`src/rtl/mips_multicycle_ctrl_if.sv`:
```
// Control bus between the multicycle MIPS controller and its datapath.
// master: the controller (drives strobes, reads op/funct/irq_req).
// slave : the datapath (drives op/funct/irq_req, reads strobes).
interface mips_multicycle_ctrl_if;
  // Instruction fields and interrupt request from the datapath.
  logic [5:0] op;
  logic [5:0] funct;
  logic       irq_req;

  // Datapath control strobes.
  logic [1:0] aluControl;
  logic [1:0] aluSrcB;
  logic       ALUSrcA;
  logic       PCSource;
  logic       PCWrite;
  logic       isBranch;
  logic       lorD;
  logic       MemWrite;
  logic       IRWrite;
  logic       RegWrite;
  logic       RegDst;
  logic       MemtoReg;
  logic       isInterrupted;
  logic       irq_ack;

  modport master (
    input  op, funct, irq_req,
    output aluControl, aluSrcB, ALUSrcA, PCSource, PCWrite, isBranch,
    output lorD, MemWrite, IRWrite, RegWrite, RegDst, MemtoReg,
    output isInterrupted, irq_ack
  );

  modport slave (
    output op, funct, irq_req,
    input  aluControl, aluSrcB, ALUSrcA, PCSource, PCWrite, isBranch,
    input  lorD, MemWrite, IRWrite, RegWrite, RegDst, MemtoReg,
    input  isInterrupted, irq_ack
  );
endinterface

```
`src/rtl/mips_multicycle_ctrl.sv`:
```
// Moore control FSM for the multicycle MIPS datapath.
// Decodes op/funct, sequences every datapath strobe, traps unsupported
// instructions into HALT and counts retired instructions.
// Optional interrupt entry is compiled in with the macro IRQ_SUPPORT_EN;
// without it isInterrupted/irq_ack are tied low and irq_req is ignored.
// Handshake: there is no valid/ready pair on this bus; the datapath keeps
// op/funct stable from DECODE until the instruction returns to FETCH, and
// each strobe is a level that is meaningful only in the cycle it is high.
module mips_multicycle_ctrl #(
  parameter int CNT_W = 32
) (
  input  logic                   clk,
  input  logic                   reset,
  mips_multicycle_ctrl_if.master bus,
  output logic                   halted,
  output logic [3:0]             state_o,
  output logic [CNT_W-1:0]       retired
);

  typedef enum logic [3:0] {
    S_IDLE   = 4'd0,
    S_FETCH  = 4'd1,
    S_DECODE = 4'd2,
    S_MEMADR = 4'd3,
    S_MEMRD  = 4'd4,
    S_MEMWB  = 4'd5,
    S_MEMWR  = 4'd6,
    S_EXEC   = 4'd7,
    S_ALUWB  = 4'd8,
    S_BRANCH = 4'd9,
    S_ADDIEX = 4'd10,
    S_ADDIWB = 4'd11,
    S_HALT   = 4'd12
  } state_t;

  localparam logic [5:0] OP_RTYPE = 6'b000000;
  localparam logic [5:0] OP_LW    = 6'b100011;
  localparam logic [5:0] OP_SW    = 6'b101011;
  localparam logic [5:0] OP_BEQ   = 6'b000100;
  localparam logic [5:0] OP_ADDI  = 6'b001000;

  localparam logic [5:0] FN_ADD = 6'b100000;
  localparam logic [5:0] FN_SUB = 6'b100010;
  localparam logic [5:0] FN_AND = 6'b100100;
  localparam logic [5:0] FN_OR  = 6'b100101;

  localparam logic [1:0] ALU_ADD = 2'b00;
  localparam logic [1:0] ALU_SUB = 2'b01;
  localparam logic [1:0] ALU_AND = 2'b10;
  localparam logic [1:0] ALU_OR  = 2'b11;

  localparam logic [1:0] SRCB_B     = 2'b00;
  localparam logic [1:0] SRCB_FOUR  = 2'b01;
  localparam logic [1:0] SRCB_IMM   = 2'b10;
  localparam logic [1:0] SRCB_IMMSH = 2'b11;

  state_t           state_q, state_d;
  logic [CNT_W-1:0] retired_q, retired_d;
  logic             retire_c;
  logic             irq_take_c;
  logic             rfunct_ok_c;

  // Only add/sub/and/or are implemented among the R-type functions.
  assign rfunct_ok_c = (bus.funct == FN_ADD) || (bus.funct == FN_SUB) ||
                       (bus.funct == FN_AND) || (bus.funct == FN_OR);

  // An instruction retires on the edge that leaves its last state.
  assign retire_c = (state_q == S_MEMWB)  || (state_q == S_MEMWR)  ||
                    (state_q == S_ALUWB)  || (state_q == S_BRANCH) ||
                    (state_q == S_ADDIWB);

  assign retired_d = retire_c ? (retired_q + CNT_W'(1)) : retired_q;

`ifdef IRQ_SUPPORT_EN
  logic pending_q, pending_d;

  // The pending flag is consumed only in FETCH, so an interrupt never
  // splits an instruction; the flag cannot arm once the core is halted.
  assign irq_take_c = (state_q == S_FETCH) && pending_q;
  assign pending_d  = irq_take_c ? 1'b0
                                 : (pending_q || (bus.irq_req && (state_q != S_HALT)));
`else
  logic unused_irq_req;

  assign irq_take_c     = 1'b0;
  assign unused_irq_req = bus.irq_req;
`endif

  // Next-state decode; unused encodings fall into HALT.
  always_comb begin
    state_d = S_HALT;
    case (state_q)
      S_IDLE:   state_d = S_FETCH;
      S_FETCH:  state_d = S_DECODE;
      S_DECODE: begin
        case (bus.op)
          OP_LW, OP_SW: state_d = S_MEMADR;
          OP_RTYPE:     state_d = rfunct_ok_c ? S_EXEC : S_HALT;
          OP_BEQ:       state_d = S_BRANCH;
          OP_ADDI:      state_d = S_ADDIEX;
          default:      state_d = S_HALT;
        endcase
      end
      // op is still the lw/sw that got us here because IRWrite is low.
      S_MEMADR: state_d = (bus.op == OP_LW) ? S_MEMRD : S_MEMWR;
      S_MEMRD:  state_d = S_MEMWB;
      S_MEMWB:  state_d = S_FETCH;
      S_MEMWR:  state_d = S_FETCH;
      S_EXEC:   state_d = S_ALUWB;
      S_ALUWB:  state_d = S_FETCH;
      S_BRANCH: state_d = S_FETCH;
      S_ADDIEX: state_d = S_ADDIWB;
      S_ADDIWB: state_d = S_FETCH;
      S_HALT:   state_d = S_HALT;
      default:  state_d = S_HALT;
    endcase
  end

  // State, retired counter and interrupt pending flag.
  always_ff @(posedge clk or posedge reset) begin
    if (reset) begin
      state_q   <= S_IDLE;
      retired_q <= '0;
`ifdef IRQ_SUPPORT_EN
      pending_q <= 1'b0;
`endif
    end else begin
      state_q   <= state_d;
      retired_q <= retired_d;
`ifdef IRQ_SUPPORT_EN
      pending_q <= pending_d;
`endif
    end
  end

  // Moore output decode: strobes depend only on the state, except the
  // ALU operation in EXEC which follows funct.
  always_comb begin
    bus.aluControl    = ALU_ADD;
    bus.aluSrcB       = SRCB_B;
    bus.ALUSrcA       = 1'b0;
    bus.PCSource      = 1'b0;
    bus.PCWrite       = 1'b0;
    bus.isBranch      = 1'b0;
    bus.lorD          = 1'b0;
    bus.MemWrite      = 1'b0;
    bus.IRWrite       = 1'b0;
    bus.RegWrite      = 1'b0;
    bus.RegDst        = 1'b0;
    bus.MemtoReg      = 1'b0;
    bus.isInterrupted = 1'b0;
    bus.irq_ack       = 1'b0;
    case (state_q)
      S_FETCH: begin
        bus.IRWrite       = 1'b1;
        bus.aluSrcB       = SRCB_FOUR;
        bus.PCWrite       = 1'b1;
        bus.isInterrupted = irq_take_c;
        bus.irq_ack       = irq_take_c;
      end
      S_DECODE: begin
        bus.aluSrcB = SRCB_IMMSH;
      end
      S_MEMADR: begin
        bus.ALUSrcA = 1'b1;
        bus.aluSrcB = SRCB_IMM;
      end
      S_MEMRD: begin
        bus.lorD = 1'b1;
      end
      S_MEMWB: begin
        bus.MemtoReg = 1'b1;
        bus.RegWrite = 1'b1;
      end
      S_MEMWR: begin
        bus.lorD     = 1'b1;
        bus.MemWrite = 1'b1;
      end
      S_EXEC: begin
        bus.ALUSrcA = 1'b1;
        bus.aluSrcB = SRCB_B;
        case (bus.funct)
          FN_SUB:  bus.aluControl = ALU_SUB;
          FN_AND:  bus.aluControl = ALU_AND;
          FN_OR:   bus.aluControl = ALU_OR;
          default: bus.aluControl = ALU_ADD;
        endcase
      end
      S_ALUWB: begin
        bus.RegDst   = 1'b1;
        bus.RegWrite = 1'b1;
      end
      S_BRANCH: begin
        bus.ALUSrcA    = 1'b1;
        bus.aluSrcB    = SRCB_B;
        bus.aluControl = ALU_SUB;
        bus.isBranch   = 1'b1;
        bus.PCSource   = 1'b1;
      end
      S_ADDIEX: begin
        bus.ALUSrcA = 1'b1;
        bus.aluSrcB = SRCB_IMM;
      end
      S_ADDIWB: begin
        bus.RegWrite = 1'b1;
      end
      default: begin
      end
    endcase
  end

  assign halted  = (state_q == S_HALT);
  assign state_o = state_q;
  assign retired = retired_q;

endmodule

```
`src/flat_wrapper.sv`:
```
// flat-port wrapper written by rule: the top's interface ports become plain ports
module mips_multicycle_ctrl_flat 
#(
  parameter int CNT_W = 32
)
  (clk, reset, halted, state_o, retired, bus_op, bus_funct, bus_irq_req, bus_aluControl, bus_aluSrcB, bus_ALUSrcA, bus_PCSource, bus_PCWrite, bus_isBranch, bus_lorD, bus_MemWrite, bus_IRWrite, bus_RegWrite, bus_RegDst, bus_MemtoReg, bus_isInterrupted, bus_irq_ack);
  mips_multicycle_ctrl_if bus_i ();
  input  logic clk;
  input  logic reset;
  output logic halted;
  output logic [3:0] state_o;
  output logic [CNT_W-1:0] retired;
  input wire logic [$bits(bus_i.op)-1:0] bus_op;
  input wire logic [$bits(bus_i.funct)-1:0] bus_funct;
  input wire logic [$bits(bus_i.irq_req)-1:0] bus_irq_req;
  output wire logic [$bits(bus_i.aluControl)-1:0] bus_aluControl;
  output wire logic [$bits(bus_i.aluSrcB)-1:0] bus_aluSrcB;
  output wire logic [$bits(bus_i.ALUSrcA)-1:0] bus_ALUSrcA;
  output wire logic [$bits(bus_i.PCSource)-1:0] bus_PCSource;
  output wire logic [$bits(bus_i.PCWrite)-1:0] bus_PCWrite;
  output wire logic [$bits(bus_i.isBranch)-1:0] bus_isBranch;
  output wire logic [$bits(bus_i.lorD)-1:0] bus_lorD;
  output wire logic [$bits(bus_i.MemWrite)-1:0] bus_MemWrite;
  output wire logic [$bits(bus_i.IRWrite)-1:0] bus_IRWrite;
  output wire logic [$bits(bus_i.RegWrite)-1:0] bus_RegWrite;
  output wire logic [$bits(bus_i.RegDst)-1:0] bus_RegDst;
  output wire logic [$bits(bus_i.MemtoReg)-1:0] bus_MemtoReg;
  output wire logic [$bits(bus_i.isInterrupted)-1:0] bus_isInterrupted;
  output wire logic [$bits(bus_i.irq_ack)-1:0] bus_irq_ack;
  assign bus_i.op = bus_op;
  assign bus_i.funct = bus_funct;
  assign bus_i.irq_req = bus_irq_req;
  assign bus_aluControl = bus_i.aluControl;
  assign bus_aluSrcB = bus_i.aluSrcB;
  assign bus_ALUSrcA = bus_i.ALUSrcA;
  assign bus_PCSource = bus_i.PCSource;
  assign bus_PCWrite = bus_i.PCWrite;
  assign bus_isBranch = bus_i.isBranch;
  assign bus_lorD = bus_i.lorD;
  assign bus_MemWrite = bus_i.MemWrite;
  assign bus_IRWrite = bus_i.IRWrite;
  assign bus_RegWrite = bus_i.RegWrite;
  assign bus_RegDst = bus_i.RegDst;
  assign bus_MemtoReg = bus_i.MemtoReg;
  assign bus_isInterrupted = bus_i.isInterrupted;
  assign bus_irq_ack = bus_i.irq_ack;
  mips_multicycle_ctrl #(.CNT_W(CNT_W)) u_core (.clk(clk), .reset(reset), .bus(bus_i), .halted(halted), .state_o(state_o), .retired(retired));
endmodule
```
`config.mk`:
```
export PLATFORM = sky130hd
export DESIGN_NAME = mips_multicycle_ctrl_flat
export DESIGN_NICKNAME = d
export VERILOG_FILES = /design/src/rtl/mips_multicycle_ctrl_if.sv /design/src/rtl/mips_multicycle_ctrl.sv /design/src/flat_wrapper.sv
export SDC_FILE = /design/constraint.sdc
export NUM_CORES = 1
export LEC_CHECK = 0
export CAP_MARGIN = 20
export CORE_MARGIN = 10
export CORE_UTILIZATION = 51
export CTS_BUF_LIST = sky130_fd_sc_hd__clkbuf_8
export CTS_CLUSTER_DIAMETER = 200
export DETAILED_ROUTE_END_ITERATION = 8
export GPL_TIMING_DRIVEN = 1
export HOLD_SLACK_MARGIN = 0.05
export PLACE_DENSITY = 0.89
export SYNTH_ARGS = -nofsm -noshare
export SYNTH_HDL_FRONTEND = slang
export SYNTH_SLANG_ARGS = --single-unit
```
`constraint.sdc`:
```
create_clock -name clk -period 4.65 [get_ports clk]
set_clock_uncertainty 0.05 [all_clocks]
set_input_delay 0.465 -clock clk [delete_from_list [all_inputs] [get_ports clk]]
set_output_delay 0.465 -clock clk [all_outputs]
set_load 0.01 [all_outputs]
```
* Word-level counts from Yosys, hierarchy flattened *
Cells that the tools add are included.

cells by class
  $add $sub $neg = 1
  eq/ne operators = 20
  multiplexer cells = 15
  reductions and logical operators = 15

operator list
  cell                                                             number
  6-bit == test, second input constant                             6
  32-bit by 1-bit adder with 32-bit output, second input constant  1
  4-bit case mux with 7 select lines                               1
  4-bit == test, second input constant                             5
  4-bit by 3-bit == test with 1-bit output, second input constant  4
  4-bit case mux with 4 select lines                               1
  2-bit case mux with 3 select lines                               2
  4-bit by 2-bit == test with 1-bit output, second input constant  2
  1-bit 2-to-1 mux                                                 8
  1-bit logical OR                                                 7
  6-bit by 3-bit == test with 1-bit output, second input constant  1
  6-bit by 4-bit == test with 1-bit output, second input constant  1
  6-bit logical NOT                                                1
  2-bit OR reduction                                               3
  6-bit OR reduction                                               1
  4-bit by 1-bit == test with 1-bit output, second input constant  1
  4-bit logical NOT                                                1
  4-bit 2-to-1 mux                                                 1
  2-bit case mux with 2 select lines                               1
  4-bit OR reduction                                               1
  3-bit OR reduction                                               1
  2-bit 2-to-1 mux                                                 1

word-level totals
  register bits after elaboration = 36
  input bits = 15
  output and inout port bits = 53
  word-level logic and storage cells = 53

* Depth between registers and ports, before layout *
Gate-level depths: netlist of the first run.

  word-level depth = 7
  depth in mapped cells = 7
  gate-level depth less buffers = 5

* Worst setup path before layout of the first run *
No wires, ideal clock.

  path kind = register -> output
  start point = reg u_core.state_q[0], in the netlist u_core.state_o[0]
  end point = out bus_PCWrite
  arrival = 1463 ps
  data required time = 4135 ps
  path slack = 2672 ps
  cell stages (with the launch flop) = 6
  buffers on the path = 3
  cell sequence = dfrtp_1 > buf_2 > clkbuf_1 > nand2_1 > nor3_1 > buf_4

on the way
  cells in the longest elaborated chain, start to end = 2

RTL lines
  what                                      RTL line                     text
  from (decl)                               mips_multicycle_ctrl.sv:57   state_t state_q, state_d;
  from (signal assigned)                    mips_multicycle_ctrl.sv:128  state_q <= state_d;
  4-bit by 1-bit == test with 1-bit output  --
  1-bit 2-to-1 mux                          --
  to (decl)                                 flat_wrapper.sv:20           output wire logic [$bits(bus_i.PCWrite)-1:0] bus_PCWrite;

No other way between the ends.

* Worst setup path after layout of the first run *
  start point = reg u_core.state_q[1], in the netlist u_core.state_o[1]
  end point = out bus_aluControl[0]

on the way
  cells in the longest elaborated chain, start to end = 2

RTL lines
  what                                                                       RTL line                     text
  4-bit == test or 4-bit by 3-bit == test with 1-bit output (tied branches)  mips_multicycle_ctrl.sv:153  case (state_q)
  2-bit case mux with 2 select lines (*)                                     mips_multicycle_ctrl.sv:153
  to (decl)                                                                  flat_wrapper.sv:16           output wire logic [$bits(bus_i.aluControl)-1:0] bus_aluControl;

Every way passes the cells marked *; elsewhere a longest branch is shown, timed or not.

==> impl_metrics.toml, run 1 <==
[run]
drv.max_cap_violation_count = 0

[drt]
via_count = 1742
remaining_drc_errors = 0
first_pass_iteration_count_of_the_detailed_router = 4
ant_nets = 0
post_drt_via_cell_ratio = 5.34
drt_first_iter_violations = 120
wl_per_cell_microns = 15.1
routed_wl_mm = 4.92

[global_routing]
groute.layer.met3.usage_pct = 6.16
grt.total_usage_pct = 14.7
globalRoute.totalOverflow = 0
global_route.peak_usage_layer = "met2"
grt_first_pass_wirelength_mm = 7.96
antenna_found_initial = 0
use_met2_pct = 24.7
grt.met1_usage_pct = 16.1
grt_max_degree = 37
number_of_global_route_vias_before_repair = 1731

[critical_path]
critical_path_arrival_ns = 2.16
cpMaxStageDelayCell = "dfrtp_1"
timing_worst_setup_path_type = "register to output pin"
setup_slack_reg_to_reg_ns = 2.27
worst_setup_path_startpoint = "u_core.state_o[1]"
r2r-start = "u_core.state_o[2]"
max_incr_delay_on_cp_ns = 0.55
worstPathMaxFanout = 11
worst_setup_path_start_kind = "register"
r2r_end = "u_core.retired[26]"
setup.worst_path.end_class = "output pin"
critical-path-top-cell-by-count = "nor2_1"
buffers_plus_inverters_on_the_worst_setup_path = 2
worstSetupPathDepth = 6
critical_path.cell_chain = "inv_1 > nor2_1 > nand4_1 > nor2_1 > o21a_1 > clkdlybuf4s50_1"
worstSetupEndpoint = "bus_aluControl[0]"
critical-path-top-delay-family = "buffers and inverters"
reg2reg_path_depth = 5
cp_data_required_time_ns = 4.14

[logic_synthesis]
synth.ff_latch_count = 36
synth_edf_count = 0
syn_area_sq_um = 1990
simple_logic_cell_fraction_of_the_synthesized_area_pct = 25.7
synth_adder_area_share_pct = 0.627
syn_inst = 215
synthesis.area_per_instance_sq_um = 9.28
synth_top_family_by_area = "simple AND/OR/NAND/NOR gates"
async_flop_share_pct = 100
post_synth_xor_area_fraction_pct = 14.5
synth-compound-area-share_pct = 8.09
synth.lib_cells_used.distinct = 40
synthFlopType = "dfrtp_1"
muxShareOfSynthArea_pct = 1.07
ys_seq_area_share_pct = 45.2
yosys_warnings = 0

[die]
die_span_x_microns = 82.5
initial_core_util_pct = 53.7
pin_count = 68
coreArea_sq_um = 3720
floorplan.rows = 22
die_area_sq_um = 6810
die_h_microns = 82.5

[clock_tree]
cts_tree = "done"
worstSkewPairLatency_ns = 0.29
cell_chosen_for_the_clock_root = "clkbuf_8"
resized_gates_after_cts = 0
clk_pin_slew_worst_paths_ns = 0.07
cts_buffers = 5
cts-root-to-sink-buffers = 2
cts.htree.levels = 2
clock_sink_count = 36
postCtsSetupRepairBufs = 0
cts.hold.buffers_added = 0

[power_and_ir_drop]
totalPowerFinal_mw = 1.22
power_leakage_nw = 1.20
cellPowerDensity_nw_per_um2 = 441
power.ir.vdd_worst_mv = 0.386

[layout]
fin_nets = 293
fin_area_sq_um = 2770
drive_gt1_share_pct = 6.12
antenna_cells_inserted = 0
filler_cell_count = 287
area_delta_synth_final_pct = 38.8

[sta]
timing.final.crit_period_ns = 2.67
setup_slack_ns = 1.98
final_max_slew_viol_count = 0
timing.setup.tns_ns = 0
setup_violations = 0
rsz0062_at_grt = "false"
timing.max_slew.rel_slack_pct = 60.1
fmax_mhz = 374
hold_violations = 0
min_period_over_period_pct = 57.5
worstMarginPinSlew_ns = 0.598

[place]
placedInstanceArea_sq_um = 2640
post-dp-hpwl_mm = 3.67
place.port_buffers = 64
place.gp.congestion = 0.833
place_worst_setup_slack_ns = 2.12

[run_status]
status = "complete, no violations"

[hold_path]
hold_start = "u_core.retired[31]"
hold_crit_path_type = "register to register"
[sequential cells by signal, indices dropped and copies added (netlist names)]
name	flops
u_core.retired	32
u_core.state_o	4
[how the worst min path moves through the flow]
stage	to	slack [ns]	cells after the start
floorplan	u_core.retired[31]	0.45	1
global placement	u_core.retired[31]	0.41	1
detailed placement	u_core.retired[31]	0.41	1
CTS	u_core.retired[31]	0.42	1
global route	u_core.retired[31]	0.45	1
finish	u_core.retired[31]	0.42	1
[per-stage QoR]
stage	util (%)	hold slack (ns)	cells
2_1_floorplan	-	0.454	216
3_3_place_gp	71.1	0.409	318
3_5_place_dp	71.1	0.414	318
4_1_cts	74.5	0.423	326
5_1_grt	74.5	0.447	326
6_report	74.5	0.416	326
[area by class of cell]
class / instances / area [sq um] / share of cell area [%]
clock buffers: 7 / 96.3 / 3.48
clock inverters: 1 / 30.0 / 1.08
inverters: 8 / 30.0 / 1.08
multi-input cells: 161 / 1000 / 36.2
flip-flops and latches: 36 / 901 / 32.5
well taps: 48 / 60.1 / 2.17
repair buffers: 65 / 648 / 23.4
[placed cells by master (no fill, tap or decap), types with 3 or more instances in the layout]
cell type | synthesis | layout
xor2_1 | 18 | 18
nand3_1 | 10 | 10
nand2_1 | 18 | 18
a22oi_1 | 4 | 4
nand2b_1 | 3 | 3
dfrtp_1 | 36 | 36
clkdlybuf4s50_1 | 0 | 64
nor2_1 | 30 | 30
inv_1 | 8 | 8
nor3_1 | 13 | 13
xnor2_1 | 15 | 15
nand4_1 | 7 | 7
o21ai_0 | 5 | 5
a21oi_1 | 4 | 4
clkbuf_8 | 0 | 7
and3_1 | 4 | 4
[logic make-up (layout without fill, tap and decap cells)]
kind of cell / after synthesis / after routing
simple gates: 99 / 99
flops: 36 / 36
xor+xnor: 33 / 33
compound gates: 24 / 24
buf+inv: 19 / 81
mux: 2 / 2
fa+ha+maj: 1 / 1
other cells: 1 / 2
[cells in the mapped netlist, types with 2 or more instances]
| master | instances | area [sq um] |
|---|---|---|
| xnor2_1 | 15 | 131 |
| a211oi_1 | 2 | 15.0 |
| nand2b_1 | 3 | 18.8 |
| nand2_1 | 18 | 67.6 |
| buf_2 | 3 | 15.0 |
| buf_4 | 5 | 37.5 |
| nor2b_1 | 2 | 12.5 |
| xor2_1 | 18 | 158 |
| a21oi_1 | 4 | 20.0 |
| inv_1 | 8 | 30.0 |
| and2_1 | 2 | 12.5 |
| nand3_1 | 10 | 50.1 |
| a31oi_1 | 2 | 12.5 |
| or3_4 | 2 | 22.5 |
| o21ai_0 | 5 | 25.0 |
| dfrtp_1 | 36 | 901 |
| nor3_1 | 13 | 65.1 |
| nor2_1 | 30 | 113 |
| clkbuf_1 | 3 | 11.3 |
| a22oi_1 | 4 | 30.0 |
| and3_1 | 4 | 25.0 |
| nor4_1 | 2 | 12.5 |
| nand4_1 | 7 | 43.8 |
[power breakdown]
part	switching [mW]	internal [mW]	total (mW)
Clock	0.106	0.189	0.295
Combinational	0.226	0.255	0.481
Sequential	0.0916	0.353	0.445
[per-layer routing]
metal | part of all wire, % | vias to the layer above
met3 | 9.7 | 4
met1 | 41 | 827
met4 | 1.2 | 0
li1 | - | 854
met2 | 48 | 57
met5 | 0 | -
No activity file was read; power rests on OpenSTA's default activity.
==> run 2, diff against run 1 <==
CORE_UTILIZATION = 47   (was 51)
PLACE_DENSITY = 0.83   (was 0.89)
clock period = 2.71 ns   (was 4.65 ns; I/O delays follow)
==> run 2 against run 1 <==
Compared with the run above:
- design area decreased by 0.14%
- routed wire length up 2.8%
- final cell count up 1.5%
- die area up 6.4%
- clock-buffer cell count shrank 1
- sequential share of layout area barely moved
- setup slack lost 1.7 ns
- global-route usage down 0.083 points
- first-iteration DRC count rose by 19%
- sequential cell count stayed put
- worst hold slack got worse by 0.098 ns
- register-to-register slack lost 1.7 ns
==> impl_metrics.toml, run 2 (synthesized netlist as in run 1, its figures left out) <==
[die]
die_area_sq_um = 7250
die_h_microns = 85.1
coreArea_sq_um = 4060
initial_core_util_pct = 49.2
die_span_x_microns = 85.1
pin_count = 68
floorplan.rows = 23

[clock_tree]
cts_tree = "done"
cts-root-to-sink-buffers = 2
postCtsSetupRepairBufs = 0
cell_chosen_for_the_clock_root = "clkbuf_8"
clock_sink_count = 36
cts_buffers = 5
clk_pin_slew_worst_paths_ns = 0.08
resized_gates_after_cts = 0
cts.htree.levels = 2
worstSkewPairLatency_ns = 0.30
cts.hold.buffers_added = 0

[drt]
ant_nets = 0
first_pass_iteration_count_of_the_detailed_router = 4
routed_wl_mm = 5.05
via_count = 1763
wl_per_cell_microns = 15.3
post_drt_via_cell_ratio = 5.33
drt_first_iter_violations = 143
remaining_drc_errors = 0

[place]
place.port_buffers = 64
place_worst_setup_slack_ns = 0.481
place.gp.congestion = 0.826
placedInstanceArea_sq_um = 2670
post-dp-hpwl_mm = 3.77

[power_and_ir_drop]
power.ir.vdd_worst_mv = 0.431
totalPowerFinal_mw = 2.03
power_leakage_nw = 1.19
internal_power_contribution_mw = 1.28
sequentialPowerShare_pct = 36.1
p_comb_share_pct = 43.7
p_clk_share_pct = 20.3
cellPowerDensity_nw_per_um2 = 732
switching_share_pct = 36.9
p_switching_uw = 747

[layout]
layout_commonest_cell = "clkdlybuf4s50_1"
antenna_cells_inserted = 0
area_delta_synth_final_pct = 38.6
layout_common_cells = "clkdlybuf4s50_1, dfrtp_1, nor2_1"
drive_gt1_share_pct = 7.12
fin_area_sq_um = 2770
fin_nets = 296
largest_register_ffs = 32

[sta]
min_period_over_period_pct = 90.0
fmax_mhz = 410
hold_violations = 0
setup_violations = 0
timing.setup.tns_ns = 0
final_max_slew_viol_count = 0
worst_hold_slack_ns = 0.319
timing.max_slew.rel_slack_pct = 61.4
timing.final.crit_period_ns = 2.44
setup_slack_ns = 0.272
worstMarginPinSlew_ns = 0.574
rsz0062_at_grt = "false"

[critical_path]
worst_setup_path_start_kind = "register"
timing_worst_setup_path_type = "register to output pin"
worstPathMaxFanout = 16
critical_path_arrival_ns = 2.12
cp_data_required_time_ns = 2.39
setup.worst_path.end_class = "output pin"

[global_routing]
globalRoute.totalOverflow = 0
number_of_global_route_vias_before_repair = 1789
antenna_found_initial = 0
grt.total_usage_pct = 14.6
grt_max_degree = 37
grt_first_pass_wirelength_mm = 8.82

[hold_path]
hold_crit_path_type = "input port to async pin"

[run]
drv.max_cap_violation_count = 0

[run_status]
status = "complete, no violations"
==> run 2: cell count changes in the layout (fill, tap and decap cells not counted), sizes merged <==
cell	previous run	this run
clkbuf	7	6
bufinv	1	0
clkinvlp	0	2
buf	1	4
==> run 2: final timing paths <==
check,from,endpoint,slack [ns],cells past startpoint
min in group clk,u_core.retired[31],u_core.retired[31],0.42,1
hold reg to reg,u_core.retired[31],u_core.retired[31],0.42,1
setup reg to reg,u_core.state_o[3],u_core.retired[13],0.56,6
setup / recovery,u_core.state_o[3],bus_ALUSrcA,0.27,5
max in group asynchronous,reset,u_core.retired[16],1.96,3
hold / removal,reset,u_core.retired[31],0.32,3
==> run 2: area by class of cell <==
cell class                 count  area (sq um)
clock buffer                   6          82.6
clock inverter                 2          15.0
fill                         341          1290
inverter                       8          30.0
multi-input combinational    161          1000
sequential                    36           901
tap                           50          62.6
timing repair buffer          68           671
==> run 2: power groups by stage <==
| stage | logic, mW | registers [mW] | clock network, mW |
|---|---|---|---|
| after floorplan | 0.510 | 0.713 | 0 |
| after global placement | 0.878 | 0.733 | 0 |
| after detailed placement | 0.890 | 0.738 | 0 |
| after CTS | 0.892 | 0.729 | 0.421 |
| after global routing | 0.976 | 0.752 | 0.444 |
| final | 0.884 | 0.730 | 0.411 |
==> run 2: metal layers <==
layer  vias to the layer above  wire length, microns  track usage (%)  share of wire (%)
met5                         -                     0                0                  0
met4                         0                   107             6.59                2.1
met3                         9                   548             6.88                 11
met2                        72                  2210             21.5                 44
met1                       824                  2190             17.7                 43
li1                        858                     -                -                  -
==> run 2: critical path, cell delays in order (launching register included) <==
cell             delay [ns]
dfrtp_1                0.64
nand2b_1               0.25
nor2_1                 0.18
o21ai_0                0.10
o21ai_0                0.10
clkdlybuf4s50_1        0.56
==> run 2: through the flow <==
step	instances	util [%]
detailed placement	323	65.7
finish	331	68.1
floorplan	216	-
global route	331	68.1
CTS	331	68.1
global placement	323	65.7
==> run 3, diff against run 2 <==
SETUP_SLACK_MARGIN = 0.2   (was unset)
==> run 3 against run 2 <==
Compared with the run above:
- sequential share of layout area is 0.061 points higher
- die area did not move
- fmax rose by 8.2%
- sequential cell count unchanged
- final cell count is the same
- global-route usage unchanged
- total power increased by 0.22%
- clock-buffer cell count did not move
==> impl_metrics.toml, run 3 (synthesized netlist as in run 1, its figures left out) <==
[global_routing]
grt_first_pass_wirelength_mm = 8.82
globalRoute.totalOverflow = 0
antenna_found_initial = 0
grt_max_degree = 37
grt.total_usage_pct = 14.6
number_of_global_route_vias_before_repair = 1789

[drt]
first_pass_iteration_count_of_the_detailed_router = 4
ant_nets = 0
wl_per_cell_microns = 15.2
via_count = 1757
post_drt_via_cell_ratio = 5.31
routed_wl_mm = 5.05
remaining_drc_errors = 0
drt_first_iter_violations = 142

[layout]
final_core_util_pct = 68.2
area_delta_synth_final_pct = 38.8
fin_area_sq_um = 2770
largest_register_ffs = 32
filler_cell_count = 341
final_cells = 331
layout_commonest_cell = "clkdlybuf4s50_1"
antenna_cells_inserted = 0
fin_nets = 296
layout_common_cells = "clkdlybuf4s50_1, dfrtp_1, nor2_1"
drive_gt1_share_pct = 7.83

[sta]
setup_slack_ns = 0.456
hold_violations = 0
timing.final.crit_period_ns = 2.25
final_max_slew_viol_count = 0
timing.setup.tns_ns = 0
rsz0062_at_grt = "false"
timing.max_slew.rel_slack_pct = 60.9
min_period_over_period_pct = 83.2
worstMarginPinSlew_ns = 0.580
fmax_mhz = 444
setup_violations = 0

[critical_path]
max_incr_delay_on_cp_ns = 0.53
critical-path-top-delay-family = "buffers and inverters"
critical_path_arrival_ns = 1.93
cpMaxStageDelayCell = "clkdlybuf4s50_1"
setup.worst_path.end_class = "output pin"
critical_path.cell_chain = "nor2_1 > nand4_1 > nor2_1 > o21a_1 > clkdlybuf4s50_1"
worst_setup_path_start_kind = "register"
critical-path-top-cell-by-count = "nor2_1"
timing_worst_setup_path_type = "register to output pin"
cp_data_required_time_ns = 2.39
buffers_plus_inverters_on_the_worst_setup_path = 1
worstPathMaxFanout = 16

[run]
drv.max_cap_violation_count = 0

[clock_tree]
postCtsSetupRepairBufs = 0
cts-root-to-sink-buffers = 2
clk_pin_slew_worst_paths_ns = 0.08
cts_buffers = 5
cts.hold.buffers_added = 0
cts_tree = "done"
worstSkewPairLatency_ns = 0.30
clock_sink_count = 36
cts.htree.levels = 2
cell_chosen_for_the_clock_root = "clkbuf_8"
resized_gates_after_cts = 0

[run_status]
status = "complete, no violations"

[die]
floorplan.rows = 23
die_area_sq_um = 7250
die_h_microns = 85.1
pin_count = 68
initial_core_util_pct = 49.2
die_span_x_microns = 85.1
coreArea_sq_um = 4060

[place]
placed_cells_incl_taps = 323
place_worst_setup_slack_ns = 0.481
place.gp.congestion = 0.826
place.port_buffers = 64
post-dp-hpwl_mm = 3.77
placedInstanceArea_sq_um = 2670

[power_and_ir_drop]
cellPowerDensity_nw_per_um2 = 733
power_leakage_nw = 1.19
power.ir.vdd_worst_mv = 0.431

[hold_path]
hold_crit_path_type = "input port to async pin"
-- run 3: final timing paths --
path / from / endpoint / slack [ns] / cells after the start
min in group clk: u_core.retired[31] / u_core.retired[31] / 0.42 / 1
min reg2reg: u_core.retired[31] / u_core.retired[31] / 0.42 / 1
min: reset / u_core.retired[31] / 0.32 / 3
max reg2reg: u_core.state_o[3] / u_core.retired[13] / 0.73 / 6
max: u_core.state_o[3] / bus_aluControl[0] / 0.46 / 5
max in group asynchronous: reset / u_core.state_o[0] / 1.95 / 3
-- run 3: layout make-up --
cell class                      instances  area [sq um]  share of cell area (%)
Clock inverter                          2          15.0                   0.542
Tap cell                               50          62.6                    2.26
Inverter                                8          30.0                    1.08
Multi-Input combinational cell        161          1000                    36.3
Clock buffer                            6          82.6                    2.98
Timing Repair Buffer                   68           671                    24.2
Sequential cell                        36           903                    32.6
-- run 3: per-stage QoR --
stage,power (mW),hold WS [ns]
3_3_place_gp,1.61,0.408
5_1_grt,2.17,0.369
4_1_cts,2.04,0.338
3_5_place_dp,1.63,0.408
6_report,2.03,0.318
2_1_floorplan,1.22,0.388
-- run 3: report_power, final --
| group | leakage, nW | internal, mW | switching (mW) |
|---|---|---|---|
| logic | 0.661 | 0.466 | 0.419 |
| registers | 0.485 | 0.610 | 0.123 |
| clock network | 0.0434 | 0.206 | 0.205 |
| total | 1.19 | 1.28 | 0.747 |
-- run 3: worst min-delay path: cells and delay by family --
| family | cells | cell delay (ns) |
|---|---|---|
| buffers and inverters | 3 | 0.83 |
-- run 3: metal layers --
layer	GRT usage (%)	part of all wire (%)
met5	0	0
met1	17.7	43
met2	21.5	44
met4	6.59	2.1
met3	6.88	11
